--- src/rtl/reg_dump_ctrl_pkg.sv ---
// Shared CPU definitions: register-file geometry, register indices, dump FSM encoding.
package reg_dump_ctrl_pkg;

  // Register-file geometry, shared with the register file itself
  localparam int unsigned RF_NUM_REGS = 8;
  localparam int unsigned RF_DATA_W   = 8;
  localparam int unsigned RF_ADDR_W   = 3;

  // Register indices
  localparam int unsigned REG_A = 0;
  localparam int unsigned REG_B = 1;
  localparam int unsigned REG_C = 2;
  localparam int unsigned REG_D = 3;
  localparam int unsigned REG_E = 4;
  localparam int unsigned REG_F = 5;
  localparam int unsigned REG_G = 6;
  localparam int unsigned REG_H = 7;

  // Dump sequencer states
  typedef enum logic [2:0] {
    ST_IDLE    = 3'd0,
    ST_READ    = 3'd1,
    ST_CAPTURE = 3'd2,
    ST_SEND    = 3'd3,
    ST_DONE    = 3'd4
  } dump_state_e;

endpackage

--- src/rtl/reg_dump_ctrl_if.sv ---
// Valid/ready stream carrying one register value and its index per beat.
interface reg_dump_ctrl_if #(
  parameter int unsigned DATA_W = reg_dump_ctrl_pkg::RF_DATA_W,
  parameter int unsigned ADDR_W = reg_dump_ctrl_pkg::RF_ADDR_W
);

  logic              dump_valid;
  logic              dump_ready;
  logic [DATA_W-1:0] dump_data;
  logic [ADDR_W-1:0] dump_idx;
  logic              dump_last;

  // Producer side (the dump sequencer)
  modport master (
    output dump_valid,
    output dump_data,
    output dump_idx,
    output dump_last,
    input  dump_ready
  );

  // Consumer side (oport, debug or UART path)
  modport slave (
    input  dump_valid,
    input  dump_data,
    input  dump_idx,
    input  dump_last,
    output dump_ready
  );

endinterface

--- src/rtl/reg_dump_ctrl.sv ---
// Streams the register file out over a valid/ready port when the CPU halts.
// The read port belongs to this block only while busy is high.
module reg_dump_ctrl
  import reg_dump_ctrl_pkg::*;
#(
  parameter int unsigned NUM_REGS = RF_NUM_REGS,
  parameter int unsigned DATA_W   = RF_DATA_W,
  parameter int unsigned ADDR_W   = RF_ADDR_W
) (
  input  logic              clk,
  input  logic              reset,
  input  logic              halt,
  output logic              rf_rd_en,
  output logic [ADDR_W-1:0] rf_rd_addr,
  input  logic [DATA_W-1:0] rf_rd_data,
  output logic              busy,
  output logic              done,
  reg_dump_ctrl_if.master   dump
);

  localparam logic [ADDR_W-1:0] FIRST_IDX = ADDR_W'(REG_A);
  localparam logic [ADDR_W-1:0] LAST_IDX  = ADDR_W'(NUM_REGS - 1);

  dump_state_e       state;
  logic              halt_q;
  logic [ADDR_W-1:0] idx;
  logic              start_c;
  logic              handshake_c;

  assign start_c     = halt & ~halt_q;
  assign handshake_c = dump.dump_valid & dump.dump_ready;

  // Halt history for rising-edge detection; cleared by reset so a held halt re-triggers
  always_ff @(posedge clk) begin
    if (reset) begin
      halt_q <= 1'b0;
    end else begin
      halt_q <= halt;
    end
  end

  // Dump sequencer: every output is registered alongside the state it belongs to
  always_ff @(posedge clk) begin
    if (reset) begin
      state           <= ST_IDLE;
      idx             <= FIRST_IDX;
      rf_rd_en        <= 1'b0;
      rf_rd_addr      <= '0;
      busy            <= 1'b0;
      done            <= 1'b0;
      dump.dump_valid <= 1'b0;
      dump.dump_data  <= '0;
      dump.dump_idx   <= '0;
      dump.dump_last  <= 1'b0;
    end else if (!halt && state != ST_IDLE) begin
      // Halt released: abandon any dump in flight (or leave DONE) and clear everything
      state           <= ST_IDLE;
      idx             <= FIRST_IDX;
      rf_rd_en        <= 1'b0;
      rf_rd_addr      <= '0;
      busy            <= 1'b0;
      done            <= 1'b0;
      dump.dump_valid <= 1'b0;
      dump.dump_data  <= '0;
      dump.dump_idx   <= '0;
      dump.dump_last  <= 1'b0;
    end else begin
      rf_rd_en <= 1'b0;
      case (state)
        ST_IDLE: begin
          if (start_c) begin
            state      <= ST_READ;
            idx        <= FIRST_IDX;
            rf_rd_en   <= 1'b1;
            rf_rd_addr <= FIRST_IDX;
            busy       <= 1'b1;
          end
        end
        ST_READ: begin
          // Read data for idx arrives during the next cycle
          state <= ST_CAPTURE;
        end
        ST_CAPTURE: begin
          state           <= ST_SEND;
          dump.dump_valid <= 1'b1;
          dump.dump_data  <= rf_rd_data;
          dump.dump_idx   <= idx;
          dump.dump_last  <= (idx == LAST_IDX);
        end
        ST_SEND: begin
          if (handshake_c) begin
            dump.dump_valid <= 1'b0;
            dump.dump_last  <= 1'b0;
            if (idx >= LAST_IDX) begin
              state <= ST_DONE;
              busy  <= 1'b0;
              done  <= 1'b1;
            end else begin
              state      <= ST_READ;
              idx        <= idx + ADDR_W'(1);
              rf_rd_en   <= 1'b1;
              rf_rd_addr <= idx + ADDR_W'(1);
            end
          end
        end
        ST_DONE: begin
          // Hold until halt drops; no re-trigger while it stays high
          state <= ST_DONE;
        end
        default: begin
          state           <= ST_IDLE;
          idx             <= FIRST_IDX;
          busy            <= 1'b0;
          done            <= 1'b0;
          dump.dump_valid <= 1'b0;
          dump.dump_last  <= 1'b0;
        end
      endcase
    end
  end

endmodule

--- src/flat_wrapper.sv ---
// flat-port wrapper written by rule: the top's interface ports become plain ports
module reg_dump_ctrl_flat import reg_dump_ctrl_pkg::*;
#(
  parameter int unsigned NUM_REGS = RF_NUM_REGS,
  parameter int unsigned DATA_W   = RF_DATA_W,
  parameter int unsigned ADDR_W   = RF_ADDR_W
)
  (clk, reset, halt, rf_rd_en, rf_rd_addr, rf_rd_data, busy, done, dump_dump_valid, dump_dump_data, dump_dump_idx, dump_dump_last, dump_dump_ready);
  reg_dump_ctrl_if #(.DATA_W(DATA_W), .ADDR_W(ADDR_W)) dump_i ();
  input  logic clk;
  input  logic reset;
  input  logic halt;
  output logic rf_rd_en;
  output logic [ADDR_W-1:0] rf_rd_addr;
  input  logic [DATA_W-1:0] rf_rd_data;
  output logic busy;
  output logic done;
  output wire logic [$bits(dump_i.dump_valid)-1:0] dump_dump_valid;
  output wire logic [$bits(dump_i.dump_data)-1:0] dump_dump_data;
  output wire logic [$bits(dump_i.dump_idx)-1:0] dump_dump_idx;
  output wire logic [$bits(dump_i.dump_last)-1:0] dump_dump_last;
  input wire logic [$bits(dump_i.dump_ready)-1:0] dump_dump_ready;
  assign dump_dump_valid = dump_i.dump_valid;
  assign dump_dump_data = dump_i.dump_data;
  assign dump_dump_idx = dump_i.dump_idx;
  assign dump_dump_last = dump_i.dump_last;
  assign dump_i.dump_ready = dump_dump_ready;
  reg_dump_ctrl #(.NUM_REGS(NUM_REGS), .DATA_W(DATA_W), .ADDR_W(ADDR_W)) u_core (.clk(clk), .reset(reset), .halt(halt), .rf_rd_en(rf_rd_en), .rf_rd_addr(rf_rd_addr), .rf_rd_data(rf_rd_data), .busy(busy), .done(done), .dump(dump_i));
endmodule
--- config.mk ---
export PLATFORM = sky130hd
export DESIGN_NAME = reg_dump_ctrl_flat
export DESIGN_NICKNAME = d
export VERILOG_FILES = /design/src/rtl/reg_dump_ctrl_pkg.sv /design/src/rtl/reg_dump_ctrl_if.sv /design/src/rtl/reg_dump_ctrl.sv /design/src/flat_wrapper.sv
export SDC_FILE = /design/constraint.sdc
export NUM_CORES = 1
export LEC_CHECK = 0
export CORE_MARGIN = 5
export CORE_UTILIZATION = 41
export DETAILED_ROUTE_END_ITERATION = 10
export PLACE_DENSITY = 0.73
export SYNTH_ARGS = -nofsm -noshare
export SYNTH_HDL_FRONTEND = slang
export SYNTH_SLANG_ARGS = --single-unit
export TNS_END_PERCENT = 50
--- constraint.sdc ---
create_clock -name clk -period 1.6 [get_ports clk]
set_input_delay 0.24 -clock clk [delete_from_list [all_inputs] [get_ports clk]]
set_output_delay 0.24 -clock clk [all_outputs]
set_load 0.02 [all_outputs]
==> impl_metrics.yaml, run 1 <==
timing:
  worstMarginPinSlew_ns: 0.347
  max_slew_margin: 0.767
  report.final.setup_viol: 0
  fin_worst_skew_ns: 0.00700
  tns_ns: 0
  worst_slack_ns: 0.0515
  fmax_mhz: 646
  hold_slack_ns: 0.484
  period_needed_ns: 1.55
  hold_viol: 0
  rsz0062_at_grt: "true"
  finalCritPeriodShare: 0.968
  drv_slew: 0
route:
  drt-wirelength-per-cell_um: 14.1
  ant_nets: 0
  via_count: 961
  dr.pass1.iters: 4
  drc: 0
  totalWireLength_mm: 2.62
  via_per_inst: 5.17
  drt_iter0_drc: 34
global_routing:
  grt_antenna_before_repair: 0
  grt_pass1_vias: 935
  overflow: 0
  grt_max_degree: 15
  grt_pass1_wl_mm: 4.08
  gr-usage-all-layers: 0.143
min_path:
  hold_class: "flop to flop"
  whs_path_depth: 2
layout:
  stdcell_area_um2: 1580
  layout-drive-gt1-share: 0.205
  layout.cells.non_filler: 186
  final_util: 0.628
  layout.nets: 171
  fillerInstances: 209
  area_growth_pct: 43.9
  insertedDiodeCount: 0
synthesis:
  synth_seq_cells: 26
  synthFlopType: "dfxtp_1"
  avgSynthCellArea_um2: 9.49
  synthesis.area_um2: 1100
  synth_cells: 116
  synth_cell_types: 32
  async_flop_share: 0
  yosys.cell_count.top_type: "dfxtp_1"
  yosys_warnings: 0
  synth_commonest_cells: "26 x dfxtp_1, 19 x nor2_1, 11 x mux2i_1"
  synth_top_area_cell: "dfxtp_1"
  synth_top_area_frac: 0.473
  synth-edff-count: 0
  synth_seq_area_share: 0.473
  netlist_top_cells_area: "dfxtp_1 47%, mux2i_1 10%, nor2_1 6.5%"
  synth_fp_nets: 130
clocking:
  cts_sinks: 26
  cts_tree: "done"
  clk_latency_ns: 0.31
  htreeDepth: 1
  postCtsSetupRepairBufs: 0
  cts_root_buf: "clkbuf_4"
  path_clk_slew_ns: 0.14
  cts-buffers-inserted: 3
  cts.path.max_buffers: 2
die:
  io_pins: 31
  num_rows: 18
  die_w_um: 61.8
  dieArea_um2: 3820
  die_h_um: 61.8
  core_um2: 2520
  start_util: 0.437
worst_setup_path:
  required_ns: 1.36
  critPathKind: "flop to output pin"
  cp_cell_sequence: "clkdlybuf4s50_1"
  cpPeakStageDelay_ns: 0.62
  r2r_setup_slack_ns: 0.06
  cp_max_fo: 2
  path_buf_inv: 1
  worst-path-stages: 1
  worst_setup_path_start_kind: "flop"
  cp_top_family: "buffers and inverters"
  crit_slowest_cell: "clkdlybuf4s50_1"
  arrival_ns: 1.31
  reg2reg_depth: 7
  end_kind: "output pin"
place:
  hpwl_mm: 1.97
  gp_congestion: 0.820
  place_inst: 182
  portBuffers: 30
  placedInstanceArea_um2: 1490
  dpl_worst_slack_ns: -0.177
power_and_ir_drop:
  leakage_nw: 0.598
  total_power_mw: 1.16
  ir_drop_v: 0.000669
  power_density_nw_per_um2: 734
job:
  maxCapViolCount: 0
status:
  run_status: "finished, final reports clean"
==> registers in the layout, summed over array words and instances, names as in the netlist <==
signal                  count
u_core.busy                 1
u_core.done                 1
u_core.dump.dump_data       8
u_core.dump.dump_idx        3
u_core.dump.dump_last       1
u_core.dump.dump_valid      1
u_core.halt_q               1
u_core.idx                  3
u_core.rf_rd_addr           3
u_core.rf_rd_en             1
u_core.state                3
==> report_power, final <==
part	internal [mW]	switching, mW
sequential	0.662	0.0139
clock	0.139	0.184
combinational	0.0859	0.0771
==> worst register-to-register path: cells and delay by family, from the launching register on <==
family / cells / cell delay (ns)
DFF: 1 / 0.36
adders and majority gates: 2 / 0.32
AOI/OAI and AO/OA: 3 / 0.45
and+or+nand+nor: 1 / 0.19
buffers and inverters: 1 / 0.17
==> cells by family after synthesis <==
kind of cell | Yosys count | synth area share
adder cells (fa/ha/maj) | 2 | 0.0227
multiplexers | 11 | 0.100
flip-flops | 26 | 0.473
buffers and inverters | 11 | 0.0557
AND/OR/NAND/NOR | 44 | 0.207
AO/OA/AOI/OAI | 22 | 0.142
==> placed cells by master (no fill, tap or decap), drive strengths merged, types with 2 or more instances in the layout <==
cell           netlist  layout
a31o                 2       2
a31oi                2       2
inv                  5       5
nor2                19      19
dlymetal6s2s         0       2
clkbuf               0       4
dfxtp               26      26
mux2i               11      11
ha                   2       2
a21oi                6       6
buf                  6      12
nand2                6       6
nand3                3       3
nand2b               3       3
clkdlybuf4s50        0      28
nor3                 5       5
nor4                 2       2
nor2b                2       2
o21ai                2       2
==> layout make-up <==
class | instances | area (um^2) | area share
clock buffers | 4 | 36.3 | 0.0229
inverters | 5 | 18.8 | 0.0118
multi-input cells | 79 | 572 | 0.361
flip-flops and latches | 26 | 524 | 0.331
well taps | 30 | 37.5 | 0.0237
repair buffers | 42 | 395 | 0.250
==> worst paths after layout <==
kind                                                         from                           endpoint
worst max-delay path            u_core.rf_rd_addr[0]$_SDFFE_PP0P_                      rf_rd_addr[0]
worst min-delay path            u_core.rf_rd_addr[1]$_SDFFE_PP0P_  u_core.rf_rd_addr[1]$_SDFFE_PP0P_
worst max register to register         u_core.idx[1]$_SDFFE_PP0P_  u_core.rf_rd_addr[1]$_SDFFE_PP0P_
worst min register to register  u_core.rf_rd_addr[1]$_SDFFE_PP0P_  u_core.rf_rd_addr[1]$_SDFFE_PP0P_
==> per-layer routing <==
layer  GRT usage  vias up  part of all wire
met5           0        -                 0
li1            -      486                 -
met3      0.0248        6             0.036
met2       0.245       22              0.51
met1       0.180      447              0.44
met4      0.0515        0             0.015
==> timing repair <==
| item | 4_1_cts | 5_1_grt |
|---|---|---|
| hold buffers | 0 | 0 |
| setup endpoints to repair | 4 | 10 |
| pin swaps | 0 | 4 |
| gates resized for setup | 2 | 13 |
No activity file was read; power rests on OpenSTA's default activity.
==> inputs of run 2 (changes only) <==
--- a/config.mk
+++ b/config.mk
@@ -10,4 +10,5 @@
 export DETAILED_ROUTE_END_ITERATION = 10
 export PLACE_DENSITY = 0.73
+export SKIP_CTS_REPAIR_TIMING = 1
 export SYNTH_ARGS = -nofsm -noshare
 export SYNTH_HDL_FRONTEND = slang
==> constraint.sdc (replaced) <==
create_clock -name clk -period 1.6 [get_ports clk]
set_input_delay 0.24 -clock clk [delete_from_list [all_inputs] [get_ports clk]]
set_output_delay 0.24 -clock clk [all_outputs]
set_load 0.005 [all_outputs]
==> run 2 against run 1 <==
Effect of this change: cell area fell by 0.47%; clock power barely moved; register-to-register slack improved by 0.03 ns; core utilization fell by 0.30 points; critical endpoint is now u_core.rf_rd_addr[1]$_SDFFE_PP0P_; sequential share of layout area rose by 0.16 points; global-route usage fell by 0.12 points; first-iteration DRC count fell by 5.9%; combinational power fell by 8%; non-clock buffer count did not move; via count rose by 0.83%; sequential power barely moved; cell count did not move.
==> impl_metrics.yaml, run 2 (same netlist as run 1, synthesis figures left out) <==
min_path:
  whs_path_depth: 2
  min_to: "u_core.rf_rd_addr[2]$_SDFFE_PP0P_"
  hp-start: "u_core.rf_rd_addr[2]$_SDFFE_PP0P_"
  hold_class: "flop to flop"
place:
  hpwl_mm: 1.97
  placedInstanceArea_um2: 1490
  portBuffers: 30
  place_inst: 182
  gp_congestion: 0.820
worst_setup_path:
  cp_cell_sequence: "ha_4 > ha_4 > a31oi_1 > buf_4 > and3_4 > o211ai_1 > a21oi_1"
  r2r-end: "u_core.rf_rd_addr[1]$_SDFFE_PP0P_"
  critPathKind: "flop to flop"
  cpMostUsedCell: "ha_4"
  crit_slowest_cell: "dfxtp_2"
  worst_setup_path_start_kind: "flop"
  reg2reg_depth: 7
  cp_max_fo: 5
  cp_top_family: "compound AO/OA/AOI/OAI gates"
  required_ns: 1.86
  r2r_setup_slack_ns: 0.09
  end_kind: "flop"
  arrival_ns: 1.77
  path_buf_inv: 1
  cpPeakStageDelay_ns: 0.36
  r2r-start: "u_core.idx[1]$_SDFFE_PP0P_"
timing:
  rsz0062_at_grt: "true"
  max_slew_margin: 0.771
  fin_worst_skew_ns: 0.00444
  fmax_mhz: 662
  drv_slew: 0
  hold_viol: 0
  worstMarginPinSlew_ns: 0.340
  report.final.setup_viol: 0
  finalCritPeriodShare: 0.944
  hold_slack_ns: 0.483
  period_needed_ns: 1.51
global_routing:
  grt_max_degree: 15
  gr-usage-all-layers: 0.142
  grt_pass1_vias: 938
  grt_antenna_before_repair: 0
  grt_pass1_wl_mm: 4.05
  overflow: 0
power_and_ir_drop:
  ir_drop_v: 0.000671
  leakage_nw: 0.565
  total_power_mw: 1.15
  power_density_nw_per_um2: 730
die:
  die_w_um: 61.8
  core_um2: 2520
  num_rows: 18
  die_h_um: 61.8
  dieArea_um2: 3820
  start_util: 0.437
  io_pins: 31
status:
  run_status: "finished, final reports clean"
route:
  via_per_inst: 5.21
  totalWireLength_mm: 2.59
  drt_iter0_drc: 32
  via_count: 969
  drt-wirelength-per-cell_um: 13.9
  dr.pass1.iters: 4
  ant_nets: 0
  drc: 0
layout:
  layout-drive-gt1-share: 0.199
  layout_common_cells: "30 x clkdlybuf4s50_1, 23 x dfxtp_1, 19 x nor2_1, 12 x buf_4, 11 x mux2i_1"
  multi_input_area_um2: 569
  final_common_cell: "clkdlybuf4s50_1"
  area_growth_pct: 43.2
  final_util: 0.625
  largest_reg_flops: 8
  seqCellArea_um2: 524
  stdcell_area_um2: 1580
  layout.nets: 171
  regMostFlops: "u_core.dump.dump_data"
  fillerInstances: 212
  insertedDiodeCount: 0
  layout.cells.non_filler: 186
clocking:
  cts_tree: "done"
  cts_root_buf: "clkbuf_4"
  cts.path.max_buffers: 2
  htreeDepth: 1
  clk_latency_ns: 0.31
  cts-buffers-inserted: 3
  path_clk_slew_ns: 0.13
  cts_sinks: 26
job:
  maxCapViolCount: 0
==> run 2: cell count changes in the layout (fill, tap and decap cells not counted) <==
cell / delta
nor2_1: +1
nor2_2: -1
dlymetal6s2s_1: -2
clkdlybuf4s50_1: +2
==> run 2: metal layers <==
| layer | vias up | wire length (um) | track usage | share of wire |
|---|---|---|---|---|
| met5 | - | 0 | 0 | 0 |
| li1 | 485 | - | - | - |
| met2 | 22 | 1300 | 0.239 | 0.50 |
| met1 | 454 | 1140 | 0.173 | 0.44 |
| met4 | 0 | 53 | 0.0667 | 0.021 |
| met3 | 8 | 91 | 0.0289 | 0.035 |
==> run 2: power by group <==
part	total [mW]	internal, mW	switching, mW
registers	0.677	0.662	0.0143
logic	0.150	0.0861	0.0642
clock network	0.323	0.139	0.184
==> run 2: through the flow <==
stage	setup TNS, ns	setup WS, ns
floorplan	0	0.0174
global placement	-0.0485	-0.0303
detailed placement	-0.426	-0.177
CTS	-0.244	-0.112
global route	-0.00553	-0.00553
finish	0	0.0896
==> run 2: layout make-up <==
cell class / count / area share
Inverter: 5 / 0.0119
Sequential cell: 26 / 0.333
Timing Repair Buffer: 42 / 0.248
Multi-Input combinational cell: 79 / 0.361
Tap cell: 30 / 0.0238
Clock buffer: 4 / 0.0230
==> run 2: worst max path at each step <==
stage	slack, ns	from	cells after the start	to
floorplan	0.02	u_core.idx[0]$_SDFFE_PP0P_	6	u_core.rf_rd_addr[0]$_SDFFE_PP0P_
global placement	-0.03	dump_dump_ready	5	u_core.idx[1]$_SDFFE_PP0P_
detailed placement	-0.18	dump_dump_ready	5	u_core.idx[2]$_SDFFE_PP0P_
CTS	-0.11	u_core.idx[0]$_SDFFE_PP0P_	7	u_core.idx[2]$_SDFFE_PP0P_
global route	-0.006	u_core.idx[0]$_SDFFE_PP0P_	7	u_core.rf_rd_addr[1]$_SDFFE_PP0P_
finish	0.09	u_core.idx[1]$_SDFFE_PP0P_	7	u_core.rf_rd_addr[1]$_SDFFE_PP0P_
==> run 2: worst register-to-register path: cells and delay by family (launching register included) <==
family,cells,cell delay [ns]
AO/OA/AOI/OAI,3,0.43
buffers and inverters,1,0.17
AND/OR/NAND/NOR,1,0.19
adder cells (fa/ha/maj),2,0.31
flip-flops,1,0.36
==> inputs of run 3 (changes only) <==
Settings changed: CTS_CLUSTER_DIAMETER set to 200.
==> results of run 3 <==
Final layout, timing and power as in run 2 (identical DEF).
